`src/rtl/mon_mem_engine.sv`:
```
// UART-monitor memory engine: word writes with auto-increment, line-buffered range dump,
// and constant/incrementing fill of the data RAM.
module mon_mem_engine #(
  parameter int LINE_W  = 128,
  parameter int ADR_W   = 32,
  parameter int FILL_AW = 12
) (
  input  logic                clk,
  input  logic                rst,
  input  logic [31:0]         cmd_data,
  input  logic                wadr_set,
  input  logic                wdata_en,
  input  logic                rd_start_set,
  input  logic                rd_end_set,
  input  logic                rd_stop,
  input  logic                fill_start,
  input  logic                fill_inc,
  output logic [ADR_W-1:0]    ram_wadr,
  output logic [LINE_W-1:0]   ram_wdata,
  output logic [LINE_W/8-1:0] ram_wmask,
  output logic                ram_wen,
  output logic [ADR_W-1:0]    ram_radr,
  output logic                ram_rreq,
  input  logic [LINE_W-1:0]   ram_rdata,
  input  logic                ram_rvalid,
  output logic                snd_start,
  output logic [63:0]         snd_data,
  input  logic                snd_done,
  output logic                busy,
  output logic                fill_running
);
  localparam int LANES = LINE_W / 32;
  localparam int LB    = $clog2(LANES);
  localparam int WB    = ADR_W - 2;
  localparam int MB    = LINE_W / 8;

  typedef enum logic [2:0] {S_IDLE, S_RREQ, S_RWAIT, S_SEND, S_SWAIT} state_t;
  state_t state_q, state_d;

  logic [WB-1:0]      wptr, rptr, end_w, rptr_nx, fill_adr;
  logic [LINE_W-1:0]  linebuf;
  logic [FILL_AW-1:0] fill_cnt;
  logic [31:0]        pattern, fill_word;
  logic               fill_inc_q, wr_ok;

  function automatic logic [ADR_W-1:0] line_adr(input logic [WB-1:0] w);
    line_adr = {w[WB-1:LB], {(LB+2){1'b0}}};
  endfunction

  // Active-low byte mask: only the four bytes of the addressed lane are written.
  function automatic logic [MB-1:0] lane_mask(input logic [LB-1:0] lane);
    lane_mask = ~({{(MB-4){1'b0}}, 4'hF} << {lane, 2'b00});
  endfunction

  assign busy      = (state_q != S_IDLE) | fill_running;
  assign wr_ok     = wdata_en & ~wadr_set & ~fill_running & ~rst;
  assign fill_adr  = WB'(fill_cnt);
  assign fill_word = fill_inc_q ? pattern + 32'(fill_cnt) : pattern;
  assign rptr_nx   = rptr + WB'(2);

  always_comb begin
    ram_wen   = 1'b0;
    ram_wadr  = '0;
    ram_wdata = '0;
    ram_wmask = '0;
    if (fill_running && !rst) begin
      ram_wen   = 1'b1;
      ram_wadr  = line_adr(fill_adr);
      ram_wdata = {LANES{fill_word}};
      ram_wmask = lane_mask(fill_adr[LB-1:0]);
    end else if (wr_ok) begin
      ram_wen   = 1'b1;
      ram_wadr  = line_adr(wptr);
      ram_wdata = {LANES{cmd_data}};
      ram_wmask = lane_mask(wptr[LB-1:0]);
    end
  end

  always_ff @(posedge clk) begin
    if (rst) begin
      state_q      <= S_IDLE;
      wptr         <= '0;
      rptr         <= '0;
      end_w        <= '0;
      linebuf      <= '0;
      fill_running <= 1'b0;
      fill_cnt     <= '0;
      pattern      <= '0;
      fill_inc_q   <= 1'b0;
    end else begin
      state_q <= state_d;

      if (wadr_set)   wptr <= cmd_data[ADR_W-1:2];
      else if (wr_ok) wptr <= wptr + 1'b1;

      if (fill_running) begin
        fill_cnt <= fill_cnt + 1'b1;
        if (&fill_cnt) fill_running <= 1'b0;
      end else if (fill_start && !busy) begin
        fill_running <= 1'b1;
        fill_cnt     <= '0;
        pattern      <= cmd_data;
        fill_inc_q   <= fill_inc;
      end

      // Range registers only move while no dump is in flight.
      if (state_q == S_IDLE) begin
        if (rd_start_set) rptr <= {cmd_data[ADR_W-1:3], 1'b0};
        if (rd_end_set && !fill_running) end_w <= cmd_data[ADR_W-1:2];
      end
      if (state_q == S_RWAIT && ram_rvalid && !rd_stop) linebuf <= ram_rdata;
      if (state_q == S_SWAIT && snd_done && !rd_stop)   rptr    <= rptr_nx;
    end
  end

  always_comb begin
    state_d   = state_q;
    ram_rreq  = 1'b0;
    ram_radr  = '0;
    snd_start = 1'b0;
    snd_data  = '0;
    case (state_q)
      S_IDLE:  if (rd_end_set && !fill_running) state_d = S_RREQ;
      S_RREQ: begin
        ram_rreq = 1'b1;
        ram_radr = line_adr(rptr);
        state_d  = S_RWAIT;
      end
      S_RWAIT: if (ram_rvalid) state_d = S_SEND;
      S_SEND: begin
        snd_start = 1'b1;
        snd_data  = linebuf[{rptr[LB-1:0], 5'b0} +: 64];
        state_d   = S_SWAIT;
      end
      S_SWAIT: begin
        // A pointer that wraps to zero has run off the top of memory and ends the dump.
        if (snd_done) begin
          if (rptr_nx == '0 || rptr_nx > end_w) state_d = S_IDLE;
          else if (rptr_nx[LB-1:0] == '0)      state_d = S_RREQ;
          else                                  state_d = S_SEND;
        end
      end
      default: state_d = S_IDLE;
    endcase
    if (rd_stop && state_q != S_IDLE) state_d = S_IDLE;
  end
endmodule
```
`config.mk`:
```
export PLATFORM = sky130hd
export DESIGN_NAME = mon_mem_engine
export DESIGN_NICKNAME = d
export VERILOG_FILES = /design/src/rtl/mon_mem_engine.sv
export SDC_FILE = /design/constraint.sdc
export NUM_CORES = 1
export LEC_CHECK = 0
export BUFFER_PORTS_ARGS = -buffer_cell sky130_fd_sc_hd__buf_2
export CORE_ASPECT_RATIO = 1.75
export CORE_MARGIN = 3
export CORE_UTILIZATION = 55
export CTS_CLUSTER_DIAMETER = 50
export CTS_CLUSTER_SIZE = 40
export DETAILED_ROUTE_END_ITERATION = 8
export GPL_TIMING_DRIVEN = 0
export HOLD_SLACK_MARGIN = 0.1
export PLACE_DENSITY = 0.93
export SYNTH_ARGS = -nofsm -noshare
export SYNTH_HDL_FRONTEND = slang
export SYNTH_SLANG_ARGS = --single-unit
```
`constraint.sdc`:
```
create_clock -name clk -period 5.7 [get_ports clk]
set_input_delay 1.14 -clock clk [delete_from_list [all_inputs] [get_ports clk]]
set_output_delay 1.14 -clock clk [all_outputs]
set_load 0.03 [all_outputs]
```
==> out/qor.txt <==
status - completed
final count of hold timing violations - 0
final net count - 2836
Synth Area in Compound Gates - 16.0%
Die X-Extent - 134 µm
synthesized flop and latch total - 266
Power Density - 292 mW/mm²
top layer in use - met5
Max Fclk - 0.193 GHz
Tmin final - 5.18 ns
GPL Wtd Cong - 0.970
Worst VDD drop - 0.305 mV
Area growth, synth to finish - 21.7%
slowest stage delay, CP - 0.54 ns
Setup crit end kind - output port
Cell Chain, Critical Path - ha_1 > inv_1 > fa_1 > nor2b_1 > o31ai_1 > a211oi_1 > o211ai_1 > buf_4 > a21oi_1 > xnor2_1 > o21ai_0 > buf_4 > buf_2
Synth Warn # - 0
Initial DRC Count - 1481
largest net degree at the start of global routing - 34
grt ovf - 0
RSZ-0062 raised after global routing - false
Startpoint Class - register
Post-Place Cell Area - 0.0184 mm²
DRT met1 WL - 18500 µm
Cells after Synth - 2148
layout cells sized above 1 - 23.5%
full die area - 0.0307 mm²
Synth Area per Inst - 7.32 µm²
clock sinks - 266
Post-synth top flop - dfxtp_1
largest family of logic cells by synthesized area - simple AND/OR/NAND/NOR gates
ANT nets after route - 0
CP top delay family - compound AO/OA/AOI/OAI gates
mux cell area share after synthesis - 4.91%
routed length per placed instance - 19.5 µm
number of global-route vias before repair - 17100
core area - 0.0281 mm²
actual slew at the worst max-slew pin - 0.966 ns
Detail Route met3 WL - 4870 µm
synth unique cells - 67
crit path max fanout - 6
first-pass GRT wire length - 88400 µm
num rows - 81
port bufs - 438
Async SR Flop Fraction - 0%
final cycle utilization of the critical path - 90.9%
WS Path Type - register to output port
Post-Syn Area - 0.0157 mm²
CTS buffer count - 18
crit path DAT - 4.04 ns
worst min path class - register to register
H-Tree Depth - 1
Starting Density - 56.0%
Chip Height - 230 µm
final WL - 58500 µm
gr usage total - 36.2%
Top cell by count, worst path - buf_4
final setup fails - 0
drt drc - 0
IO Pins - 448
DRT Pass-1 Iters - 7
simple-gate share of the synthesized area - 26.1%
fillers - 2304
Slew Limit Headroom - 35.6%
CTS tree - yes
Bufs and invs on worst path - 4
WL met2 - 29100 µm
post-CTS sizing - 0
Max Root-Sink Buffers - 3
most common cell after layout, fill and taps aside - nand2_1
most frequent cells in the layout - nand2_1 (506), buf_2 (446), dfxtp_1 (266)
Max-cap violations - 0
clk slew on worst S/H paths - 0.11 ns
Post-synth EDFFs - 0
Final Max Slew Viols - 0
Leak - 0.00830 µW
hpwl dp - 45900 µm
initial antenna violation count - 2
Avg Vias per Cell - 5.79
Seq/Total Area, Yosys - 33.9%
Post-Synth Adder-Cell Area - 4.11%
Post-CTS Hold Buffers - 0
post-synthesis xor/xnor area fraction - 4.35%
Design Area, Final - 0.0191 mm²
DR vias - 17400
worst skew pair latency - 0.54 ns
Post-CTS Repair Setup Buffers - 0
Worst EP required - 4.56 ns
Worst Skew - 0.0202 ns
setup TNS - 0 ns
Slowest cell on crit path - o21ai_0
Root Buffer - clkbuf_16
## registers in the layout, indices dropped and copies added (netlist names)
| register | count |
|---|---|
| fill_inc_q | 1 |
| linebuf | 128 |
| pattern | 32 |
| end_w | 30 |
| state_q | 3 |
| fill_cnt | 12 |
| rptr | 29 |
| fill_running | 1 |
| wptr | 30 |
## worst min-delay path: stages (launching register included)
cell,delay [ns]
dfxtp_1,0.32
nand2_1,0.05
a21oi_1,0.05
## cell type report
cell class | instances | area, µm² | area share [%]
Antenna cell | 2 | 5.00 | 0.0262
Buffer | 268 | 1460 | 7.65
Clock buffer | 19 | 475 | 2.49
Clock inverter | 13 | 226 | 1.18
Inverter | 58 | 218 | 1.14
Multi-Input combinational cell | 1563 | 8750 | 45.7
Sequential cell | 266 | 5330 | 27.8
Tap cell | 373 | 467 | 2.44
Timing Repair Buffer | 439 | 2200 | 11.5
## cell usage after synthesis, types with 43 or more instances
cell type  count  area [µm²]
buf_4        119         893
nand3_1       44         220
nand2_1      506        1900
xnor2_1       43         377
o21ai_0       55         275
a21oi_1      262        1310
nor2_1       170         638
clkbuf_1     126         473
mux2i_1       76         761
dfxtp_1      266        5330
ha_1          50         626
inv_1         58         218
## layer usage
layer,up-vias,track usage [%]
met4,2,31.4
met1,7895,35.1
met2,1064,65.3
met3,319,5.54
met5,-,0
li1,8087,-
## worst paths after layout
path                             from                  endpoint  slack, ns  depth (start not counted)
max          fill_cnt[0]$_SDFFE_PP0P_             ram_wdata[84]       0.52                         13
min          linebuf[34]$_SDFFE_PP0P_  linebuf[34]$_SDFFE_PP0P_       0.46                          2
max reg2reg      rptr[1]$_SDFFE_PP0P_   state_q[0]$_SDFFE_PP0P_       1.56                         14
min reg2reg  linebuf[34]$_SDFFE_PP0P_  linebuf[34]$_SDFFE_PP0P_       0.46                          2
## power breakdown
group          switching (µW)  internal [µW]
clock                     859            702
sequential                134           2020
combinational            1230            644
total                    2220           3360
## stage by stage
stage          hold WS [ns]  instances  utilization, %  worst slack [ns]  total power [µW]
3_5_place_dp          0.446       2966            65.6             0.837              4020
6_report              0.459       3001            68.1             0.522              5590
3_3_place_gp          0.441       2966            65.6             0.960              3960
5_1_grt               0.478       2999            68.1             0.294              5820
4_1_cts               0.461       2998            68.1             0.272              5550
2_1_floorplan         0.431       2155               -              1.40              3440
## logic make-up after synthesis
logic type	count (synthesis)
AO/OA/AOI/OAI	431
XOR/XNOR	78
adder cells (fa/ha/maj)	51
buffers and inverters	326
flip-flops	266
multiplexers	77
other	1
AND/OR/NAND/NOR	918
Note: power is estimated with default switching activity, not from simulation.
